`config.mk`:
```
export PLATFORM = sky130hd
export DESIGN_NAME = clock_divider_ctrl_flat
export DESIGN_NICKNAME = d
export VERILOG_FILES = /design/src/rtl/clock_divider_ctrl_pkg.sv /design/src/rtl/clock_divider_ctrl_if.sv /design/src/rtl/clock_div_channel.sv /design/src/rtl/clock_divider_ctrl.sv /design/src/flat_wrapper.sv
export SDC_FILE = /design/constraint.sdc
export NUM_CORES = 1
export LEC_CHECK = 0
export ABC_CLOCK_PERIOD_IN_PS = 2800
export CORE_ASPECT_RATIO = 1.2
export CORE_MARGIN = 10
export CORE_UTILIZATION = 30
export DETAILED_ROUTE_END_ITERATION = 8
export GPL_TIMING_DRIVEN = 0
export RECOVER_POWER = 50
export SYNTH_ARGS = -nofsm -noshare
export SYNTH_HDL_FRONTEND = slang
export SYNTH_SLANG_ARGS = --single-unit
```
`constraint.sdc`:
```
create_clock -name clk -period 2.8 [get_ports clk]
set_input_delay 0.84 -clock clk [delete_from_list [all_inputs] [get_ports clk]]
set_output_delay 0.84 -clock clk [all_outputs]
set_load 0.05 [all_outputs]
```
`src/rtl/clock_divider_ctrl_pkg.sv`:
```
// Shared types and defaults for the programmable clock-divider controller.
package clkdiv_pkg;

    localparam int unsigned CNT_W_DEF        = 16;
    localparam int unsigned DEFAULT_HALF_DEF = 5;

    typedef struct packed {
        logic [CNT_W_DEF-1:0] half;
        logic                 en;
    } cfg_t;

endpackage

```
`src/rtl/clock_divider_ctrl_if.sv`:
```
// Valid/ready configuration port of the clock-divider controller.
interface clock_divider_ctrl_if #(
    parameter int unsigned NUM_CH = 4,
    parameter int unsigned CNT_W  = 16
);
    localparam int unsigned CH_W = (NUM_CH > 1) ? $clog2(NUM_CH) : 1;

    logic             cfg_valid;
    logic             cfg_ready;
    logic [CH_W-1:0]  cfg_chan;
    logic [CNT_W-1:0] cfg_half;
    logic             cfg_en;
    logic             cfg_err;

    modport master (
        output cfg_valid, cfg_chan, cfg_half, cfg_en,
        input  cfg_ready, cfg_err
    );

    modport slave (
        input  cfg_valid, cfg_chan, cfg_half, cfg_en,
        output cfg_ready, cfg_err
    );

endinterface

```
`src/rtl/clock_div_channel.sv`:
```
// One divider channel: active/shadow config, half-period counter and
// glitch-free apply of shadowed updates at full-period boundaries.
module clock_div_channel
    import clkdiv_pkg::*;
#(
    parameter int unsigned DEFAULT_HALF = DEFAULT_HALF_DEF
) (
    input  logic clk,
    input  logic rst_n,
    input  logic i_wr,
    input  cfg_t i_cfg,
    output logic o_div_clk,
    output logic o_tick,
    output logic o_pending
);

    cfg_t                 r_act;
    cfg_t                 r_shd;
    logic [CNT_W_DEF-1:0] r_cnt;
    logic                 r_div;
    logic                 r_tick;
    logic                 r_pend;

    logic w_last;
    logic w_apply;

    assign w_last  = (r_cnt == (r_act.half - 1'b1));
    // A disabled channel takes its update at once; a running one waits for the falling toggle.
    assign w_apply = r_pend && (!r_act.en || (w_last && r_div));

    always_ff @(posedge clk or negedge rst_n) begin
        if (!rst_n) begin
            r_act  <= '{half: CNT_W_DEF'(DEFAULT_HALF), en: 1'b0};
            r_shd  <= '{half: CNT_W_DEF'(DEFAULT_HALF), en: 1'b0};
            r_cnt  <= '0;
            r_div  <= 1'b0;
            r_tick <= 1'b0;
            r_pend <= 1'b0;
        end else if (w_apply) begin
            r_act  <= r_shd;
            r_pend <= 1'b0;
            r_cnt  <= '0;
            r_div  <= 1'b0;
            r_tick <= 1'b0;
        end else begin
            if (i_wr) begin
                r_shd  <= i_cfg;
                r_pend <= 1'b1;
            end
            if (!r_act.en) begin
                r_cnt  <= '0;
                r_div  <= 1'b0;
                r_tick <= 1'b0;
            end else if (w_last) begin
                r_cnt  <= '0;
                r_div  <= ~r_div;
                r_tick <= ~r_div;
            end else begin
                r_cnt  <= r_cnt + 1'b1;
                r_tick <= 1'b0;
            end
        end
    end

    assign o_div_clk = r_div;
    assign o_tick    = r_tick;
    assign o_pending = r_pend;

endmodule

```
`src/rtl/clock_divider_ctrl.sv`:
```
// Multi-channel programmable clock divider: config decode, error check,
// ready mux and NUM_CH divider channels.
module clock_divider_ctrl
    import clkdiv_pkg::*;
#(
    parameter int unsigned NUM_CH       = 4,
    parameter int unsigned CNT_W        = CNT_W_DEF,
    parameter int unsigned DEFAULT_HALF = DEFAULT_HALF_DEF
) (
    input  logic                 clk,
    input  logic                 rst_n,
    clock_divider_ctrl_if.slave  cfg,
    output logic [NUM_CH-1:0]    div_clk,
    output logic [NUM_CH-1:0]    tick,
    output logic [NUM_CH-1:0]    pending
);

    logic              w_chan_ok;
    logic              w_half_ok;
    logic              w_ready;
    logic              w_xfer;
    logic [NUM_CH-1:0] w_wr;
    cfg_t              w_cfg;
    logic              r_err;

    assign w_chan_ok = (32'(cfg.cfg_chan) < NUM_CH);
    assign w_half_ok = (cfg.cfg_half != '0);
    assign w_cfg     = '{half: CNT_W_DEF'(cfg.cfg_half), en: cfg.cfg_en};

    // Out-of-range channels are always ready so the error can be reported.
    always_comb begin
        w_ready = 1'b1;
        if (w_chan_ok) begin
            w_ready = ~pending[cfg.cfg_chan];
        end
    end

    assign w_xfer        = cfg.cfg_valid && w_ready;
    assign cfg.cfg_ready = w_ready;

    always_comb begin
        w_wr = '0;
        for (int unsigned i = 0; i < NUM_CH; i++) begin
            w_wr[i] = w_xfer && w_chan_ok && w_half_ok && (32'(cfg.cfg_chan) == i);
        end
    end

    always_ff @(posedge clk or negedge rst_n) begin
        if (!rst_n) begin
            r_err <= 1'b0;
        end else begin
            r_err <= w_xfer && !(w_chan_ok && w_half_ok);
        end
    end

    assign cfg.cfg_err = r_err;

    for (genvar g = 0; g < NUM_CH; g++) begin : g_ch
        clock_div_channel #(
            .DEFAULT_HALF (DEFAULT_HALF)
        ) u_ch (
            .clk       (clk),
            .rst_n     (rst_n),
            .i_wr      (w_wr[g]),
            .i_cfg     (w_cfg),
            .o_div_clk (div_clk[g]),
            .o_tick    (tick[g]),
            .o_pending (pending[g])
        );
    end

endmodule

```
`src/flat_wrapper.sv`:
```
// flat-port wrapper written by rule: the top's interface ports become plain ports
module clock_divider_ctrl_flat import clkdiv_pkg::*;
#(
    parameter int unsigned NUM_CH       = 4,
    parameter int unsigned CNT_W        = CNT_W_DEF,
    parameter int unsigned DEFAULT_HALF = DEFAULT_HALF_DEF
)
  (clk, rst_n, div_clk, tick, pending, cfg_cfg_valid, cfg_cfg_chan, cfg_cfg_half, cfg_cfg_en, cfg_cfg_ready, cfg_cfg_err);
  clock_divider_ctrl_if #(.NUM_CH(NUM_CH), .CNT_W(CNT_W)) cfg_i ();
  input  logic clk;
  input  logic rst_n;
  output logic [NUM_CH-1:0] div_clk;
  output logic [NUM_CH-1:0] tick;
  output logic [NUM_CH-1:0] pending;
  input wire logic [$bits(cfg_i.cfg_valid)-1:0] cfg_cfg_valid;
  input wire logic [$bits(cfg_i.cfg_chan)-1:0] cfg_cfg_chan;
  input wire logic [$bits(cfg_i.cfg_half)-1:0] cfg_cfg_half;
  input wire logic [$bits(cfg_i.cfg_en)-1:0] cfg_cfg_en;
  output wire logic [$bits(cfg_i.cfg_ready)-1:0] cfg_cfg_ready;
  output wire logic [$bits(cfg_i.cfg_err)-1:0] cfg_cfg_err;
  assign cfg_i.cfg_valid = cfg_cfg_valid;
  assign cfg_i.cfg_chan = cfg_cfg_chan;
  assign cfg_i.cfg_half = cfg_cfg_half;
  assign cfg_i.cfg_en = cfg_cfg_en;
  assign cfg_cfg_ready = cfg_i.cfg_ready;
  assign cfg_cfg_err = cfg_i.cfg_err;
  clock_divider_ctrl #(.NUM_CH(NUM_CH), .CNT_W(CNT_W), .DEFAULT_HALF(DEFAULT_HALF)) u_core (.clk(clk), .rst_n(rst_n), .cfg(cfg_i), .div_clk(div_clk), .tick(tick), .pending(pending));
endmodule
```
### Yosys cells after proc, flatten, opt, wreduce, memory -nomap -nowiden

Index checks and enable logic that the tools add are counted.

* add/sub/neg operators: 8
* magnitude comparators: 1
* equal/unequal tests: 11
* mux-type cells: 46
* bitwise logic cells: 9
* reduce and logical (&&, ||, !) cells: 34

Operators with widths (count)
* $mux 16: 12
* $add 16x1->16 const B: 4
* $eq 16x16->1: 4
* $sub 16x1->16 const B: 4
* $mux 1: 33
* $reduce_bool 16->1: 1
* $logic_and 1x1->1: 15
* $ne 3x1->1 const B: 4
* $not 1->1: 9
* $reduce_and 2->1: 4
* $reduce_bool 2->1: 4
* $logic_not 1->1: 5
* $eq 2x2->1 const B: 2
* $logic_or 1x1->1: 4
* $lt 2x3->1 const B: 1
* $bmux 1 s2: 1
* $eq 2x1->1 const B: 1
* $logic_not 2->1: 1

* flip-flop bits (word level): 213
* input bits: 22
* output and inout bits: 14

### Depth between registers and ports, before layout

* depth in word-level cells: 8
* mapped depth: 12
* depth with buffers taken out: 9

### By module

Synthesis repeated with hierarchy kept, for this count alone.

* cell total of the unflattened synthesis: 1403
* area total of the unflattened synthesis: 13143.9 µm²

By module, submodules not included
* clock_div_channel (u_core.g_ch[1].u_ch ...): times used 2, cells an instance 403, area an instance 3474.6 µm², sequential area each 1331.3 µm²
* clock_div_channel (u_core.g_ch[3].u_ch): times used 1, cells an instance 278, area an instance 3041.7 µm², sequential area each 1331.3 µm²
* clock_div_channel (u_core.g_ch[0].u_ch): times used 1, cells an instance 298, area an instance 2997.9 µm², sequential area each 1331.3 µm²
* clock_divider_ctrl: times used 1, cells an instance 21, area an instance 155.1 µm², sequential area each 25.0 µm²

### Worst setup path before layout

Ideal clock, no wire load.

* path type: input-to-reg
* start point: input port cfg_cfg_chan[0]
* end point: register u_core.g_ch[0].u_ch.r_shd[10] (netlist bit)
* setup time: 0.125 ns
* data arrival time: 3.098 ns
* setup slack: -0.423 ns
* stages on the path: 8
* path buffers: 3
* path through: mux4_2 -> inv_1 -> and3_1 -> clkbuf_1 -> nor3b_1 -> clkbuf_1 -> buf_2 -> mux2_2

* word-level cells in the longest chain between the ends: 7
* elaborated cells between the ends (all ways): 8
* those cells by class: mux: 2; bitwise: 1; reduce/logical: 5

RTL lines
* start, declared: line flat_wrapper.sv:16 `input wire logic [$bits(cfg_i.cfg_chan)-1:0] cfg_cfg_chan;`
* $bmux 1 s2: line clock_divider_ctrl.sv:34 `w_ready = ~pending[cfg.cfg_chan];`
* $mux 1 (implied by the code): line clock_divider_ctrl.sv:34
* $not 1->1: line clock_divider_ctrl.sv:34
* via cfg_cfg_ready: line flat_wrapper.sv:19 `output wire logic [$bits(cfg_i.cfg_ready)-1:0] cfg_cfg_ready;`
* $logic_and 1x1->1: line clock_divider_ctrl.sv:38 `assign w_xfer = cfg.cfg_valid && w_ready;`
* $logic_and 1x1->1 (2 in a row): line clock_divider_ctrl.sv:44 `w_wr[i] = w_xfer && w_chan_ok && w_half_ok && (32'(cfg.cfg_chan) == i);`
* $reduce_and 2->1 (no source line)
* end signal, assigned: line clock_div_channel.sv:34 `r_shd <= '{half: CNT_W_DEF'(DEFAULT_HALF), en: 1'b0};`
* end signal, assigned: line clock_div_channel.sv:47 `r_shd <= i_cfg;`
* end, declared: line clock_div_channel.sv:18 `cfg_t r_shd;`

The timed path passes the listed nets, and every way through them passes these cells. The select of a mux whose other input is x is not followed.
A chain may end at the register's enable or synchronous reset.

### Worst setup path in the final report

* start point: register u_core.g_ch[0].u_ch.r_act[2] (netlist bit)
* end point: register u_core.g_ch[0].u_ch.r_act[9] (netlist bit)

* word-level cells in the longest chain between the ends: 5

RTL lines
* start, declared: line clock_div_channel.sv:17 `cfg_t r_act;`
* start signal, assigned: line clock_div_channel.sv:33 `r_act <= '{half: CNT_W_DEF'(DEFAULT_HALF), en: 1'b0};`
* start signal, assigned: line clock_div_channel.sv:40 `r_act <= r_shd;`
* $sub 16x1->16: line clock_div_channel.sv:27 `assign w_last = (r_cnt == (r_act.half - 1'b1));`
* $eq 16x16->1: line clock_div_channel.sv:27
* $logic_and 1x1->1: line clock_div_channel.sv:29 `assign w_apply = r_pend && (!r_act.en || (w_last && r_div));`
* $logic_or 1x1->1: line clock_div_channel.sv:29
* $logic_and 1x1->1: line clock_div_channel.sv:29

Every way passes these cells.

==> impl_metrics.env <==
export IMPL_final_hold_viol_count=0
export IMPL_initial_utilization=0.3028
export IMPL_failed_checks="max-slew violations, negative setup slack"
export IMPL_post_synth_main_area_contributors="sky130_fd_sc_hd__dfrtp_1 (40%), sky130_fd_sc_hd__mux2_2 (7.3%), sky130_fd_sc_hd__xor2_1 (4.6%), sky130_fd_sc_hd__xnor2_1 (4.4%), sky130_fd_sc_hd__dfstp_2 (3.4%)"
export IMPL_outcome="finished with violations"
export IMPL_final_replace_weighted_congestion=0.8301
export IMPL_cts_buffer_depth=3
export IMPL_top_achievable_clock_speed_mhz=350.3
export IMPL_fp_row_count=81
export IMPL_worstSkewPairLatency_ns=0.53
export IMPL_cp_slowest_stage_delay_ns=0.53
export IMPL_gr_usage_met1=0.1642
export IMPL_total_routing_resource_utilization_after_global_routing=0.1283
export IMPL_slew_limit_headroom=-0.002690
export IMPL_tritoncts="yes"
export IMPL_netlist_cell_type_count=88
export IMPL_area_of_the_mapped_netlist_mm2=0.01230
export IMPL_data_arrival_time_of_the_critical_path_ns=3.26
export IMPL_numClockSinks=213
export IMPL_setup_violations_final=17
export IMPL_final_min_period_over_clock_period=1.020
export IMPL_synth_yosys_seq_area_share=0.4348
export IMPL_synth_edf_count=0
export IMPL_worst_setup_path_start_kind="register"
export IMPL_async_flop_share=1.000
export IMPL_detail_route_wirelength_um=33050
export IMPL_post_synth_inst_count=1218
export IMPL_seqCellArea_mm2=0.005359
export IMPL_drc=0
export IMPL_register_bit_count_reported_by_yosys=213
export IMPL_worst_ep_required_time_ns=3.21
export IMPL_worst_slack_ns=-0.05481
export IMPL_crit_path_cell_trace="inv_2 > ha_4 > or4b_4 > or3_4 > a22oi_2 > nand4_1 > o32ai_4 > buf_6 > mux2_4"
export IMPL_boundaryPins=36
export IMPL_core_region_area_mm2=0.04064
export IMPL_synthesis_area_per_instance_um2=10.10
export IMPL_detailedPlacementHpwl_um=22220
export IMPL_via_density_per_instance=5.267
export IMPL_crit_path_end_kind="register"
export IMPL_cts_buffers=24
export IMPL_grt_pass1_wl_um=52920
export IMPL_tns_ns=-0.6974
export IMPL_grt_overflow_total=0
export IMPL_leakage_uw=0.006270
export IMPL_final_cells=1891
export IMPL_worst_hold_path_type="register to register"
export IMPL_grt_busiest_layer="met2"
export IMPL_antenna_left=0
export IMPL_die_width_um=204.9
export IMPL_antenna_violations_before_repair=0
export IMPL_fin_crit_ns=2.855
export IMPL_die_height_um=241.9
export IMPL_cts_hold_buffers=0
export IMPL_rsz0062_at_grt="true"
export IMPL_n_antenna_cell=0
export IMPL_port_buffer_count=35
export IMPL_maxSlewViolCount=21
export IMPL_area_growth_syn_to_layout_pct=24.12
export IMPL_htree_num_levels=1
export IMPL_cp_slowest_cell="sky130_fd_sc_hd__or4b_4"
export IMPL_power_ir_vdd_worst_mv=0.3795
export IMPL_dpl_cell_count=1793
export IMPL_path_class="register to register"
export IMPL_global_route_usage_met3=0.01846
export IMPL_number_of_drc_violations_after_detailed_routing_iteration_0=640
export IMPL_first_global_vias=9880
export IMPL_skew_ns=0.01305
export IMPL_yosysTopAreaCellShare=0.4007
export IMPL_synth_flop_cell="sky130_fd_sc_hd__dfrtp_1"
export IMPL_powerDensity_mw_per_mm2=821.9
export IMPL_detail_route_first_pass_iterations=5
export IMPL_nFillCells=3961
export IMPL_critical_path_peak_fanout=5
export IMPL_worst_setup_hold_path_clk_slew_ns=0.06
export IMPL_cap_violations=0
export IMPL_ys_warnings_count=0
export IMPL_synth_area_leader_cell="sky130_fd_sc_hd__dfrtp_1"
export IMPL_cts_root_buffer_cell="sky130_fd_sc_hd__clkbuf_16"
export IMPL_drt_wirelength_per_cell_um=17.47
export IMPL_syn_nets=1248
export IMPL_final_layout_size_suffix_gt1_frac=0.2759
export IMPL_design_final_nets=1364
export IMPL_num_vias=9959
export IMPL_fp_dieArea_mm2=0.04955
export IMPL_pin_count_of_the_biggest_net_entering_global_routing=109
export IMPL_use_met2=0.2147
export IMPL_tightestPinTransition_ns=1.504
export IMPL_multiInputGateArea_mm2=0.006839
## timing repair
action,CTS,global route
pin swaps,42,57
gates cloned,5,1
buffers inserted,38,22
endpoints found under the setup margin,174,141
endpoints found under the hold margin,0,0
gates resized for setup,96,63
## metrics by stage
step                      hold slack (ns)  area, µm²  setup slack (ns)  total power, µW  utilization
after floorplan                    0.4434      12380          0.001049             7625            -
after global placement             0.4773      13400            -8.333             8525       0.3298
after detailed placement           0.4848      13440            -1.003             8623       0.3306
after CTS                          0.3877      14860           -0.1617            12430       0.3658
after global routing               0.5180      15270           -0.1731            13270       0.3758
final                              0.4958      15270          -0.05481            12550       0.3758
## power by group
| group | leakage (µW) | internal, µW | switching, µW | total [µW] |
|---|---|---|---|---|
| clock | 0.000433 | 2140 | 1310 | 3450 |
| sequential | 0.00251 | 4090 | 976 | 5070 |
| combinational | 0.00333 | 2110 | 1930 | 4040 |
## placed cells by master (no fill, tap or decap), drive strengths merged, types with 62 or more instances in the layout
cell,Yosys,routed
clkbuf,53,82
mux2,102,102
nor3,64,64
xor2,65,65
nor2,107,107
nand3,69,69
buf,38,97
xnor2,62,62
nand2,63,63
dfrtp,197,197
## worst max-delay path: cells and delay by family, from the launching register on
kind                       cells  cell delay (ns)
buffers and inverters          2             0.27
and+or+nand+nor                3             1.05
DFF                            1             0.38
AOI/OAI and AO/OA              2             0.59
muxes                          1             0.30
adders and majority gates      1             0.14
## registers in the layout, indices dropped and copies added, names as in the netlist
| register | cells |
|---|---|
| u_core.g_ch.u_ch.o_tick | 4 |
| u_core.g_ch.u_ch.r_shd | 68 |
| u_core.g_ch.u_ch.r_act | 68 |
| u_core.g_ch.u_ch.o_div_clk | 4 |
| u_core.g_ch.u_ch.o_pending | 4 |
| u_core.g_ch.u_ch.r_cnt | 64 |
| u_core.cfg.cfg_err | 1 |
## cells in the mapped netlist (all sizes together) (30+ instances only)
| cell | n |
|---|---|
| and3 | 37 |
| buf | 38 |
| clkbuf | 53 |
| dfrtp | 197 |
| inv | 35 |
| mux2 | 102 |
| nand2 | 63 |
| nand3 | 69 |
| nand4 | 30 |
| nor2 | 107 |
| nor3 | 64 |
| o21ai | 36 |
| xnor2 | 62 |
| xor2 | 65 |
## per-layer routing
metal	up-vias	share of wire
met4	0	0.029
met1	4984	0.44
met3	59	0.041
met5	-	0
met2	252	0.49
li1	4664	-
## path summary, 6_finish.rpt
kind                                                               start                                  endpoint  slack [ns]  depth (start not counted)
min in group asynchronous                                          rst_n   u_core.g_ch[3].u_ch.r_cnt[11]$_DFF_PN0_        0.64                          1
worst min-delay path            u_core.g_ch[2].u_ch.r_shd[0]$_DFFE_PN0P_  u_core.g_ch[2].u_ch.r_act[0]$_DFFE_PN0P_        0.50                          2
worst max register to register  u_core.g_ch[0].u_ch.r_act[2]$_DFFE_PN0P_  u_core.g_ch[0].u_ch.r_act[9]$_DFFE_PN0P_       -0.05                          9
worst max-delay path            u_core.g_ch[0].u_ch.r_act[2]$_DFFE_PN0P_  u_core.g_ch[0].u_ch.r_act[9]$_DFFE_PN0P_       -0.05                          9
worst min register to register  u_core.g_ch[2].u_ch.r_shd[0]$_DFFE_PN0P_  u_core.g_ch[2].u_ch.r_act[0]$_DFFE_PN0P_        0.50                          2
max in group asynchronous                                          rst_n  u_core.g_ch[1].u_ch.r_act[2]$_DFFE_PN0P_        0.39                          2
## logic make-up after synthesis
family / after synthesis / synth area share
AO/OA/AOI/OAI: 180 / 0.1148
XOR/XNOR: 127 / 0.09040
adder cells (fa/ha/maj): 8 / 0.008135
buffers and inverters: 128 / 0.04861
flip-flops: 213 / 0.4348
multiplexers: 109 / 0.1065
AND/OR/NAND/NOR: 453 / 0.1968
## layout make-up
class                   instances  share of cell area
multi-input cells             878              0.4478
flip-flops and latches        213              0.3509
repair buffers                101             0.05989
well taps                     539             0.04416
clock buffers                  31             0.04367
plain buffers                  79             0.03089
clock inverters                13             0.01319
inverters                      37            0.009504
No activity file was read; power rests on OpenSTA's default activity.
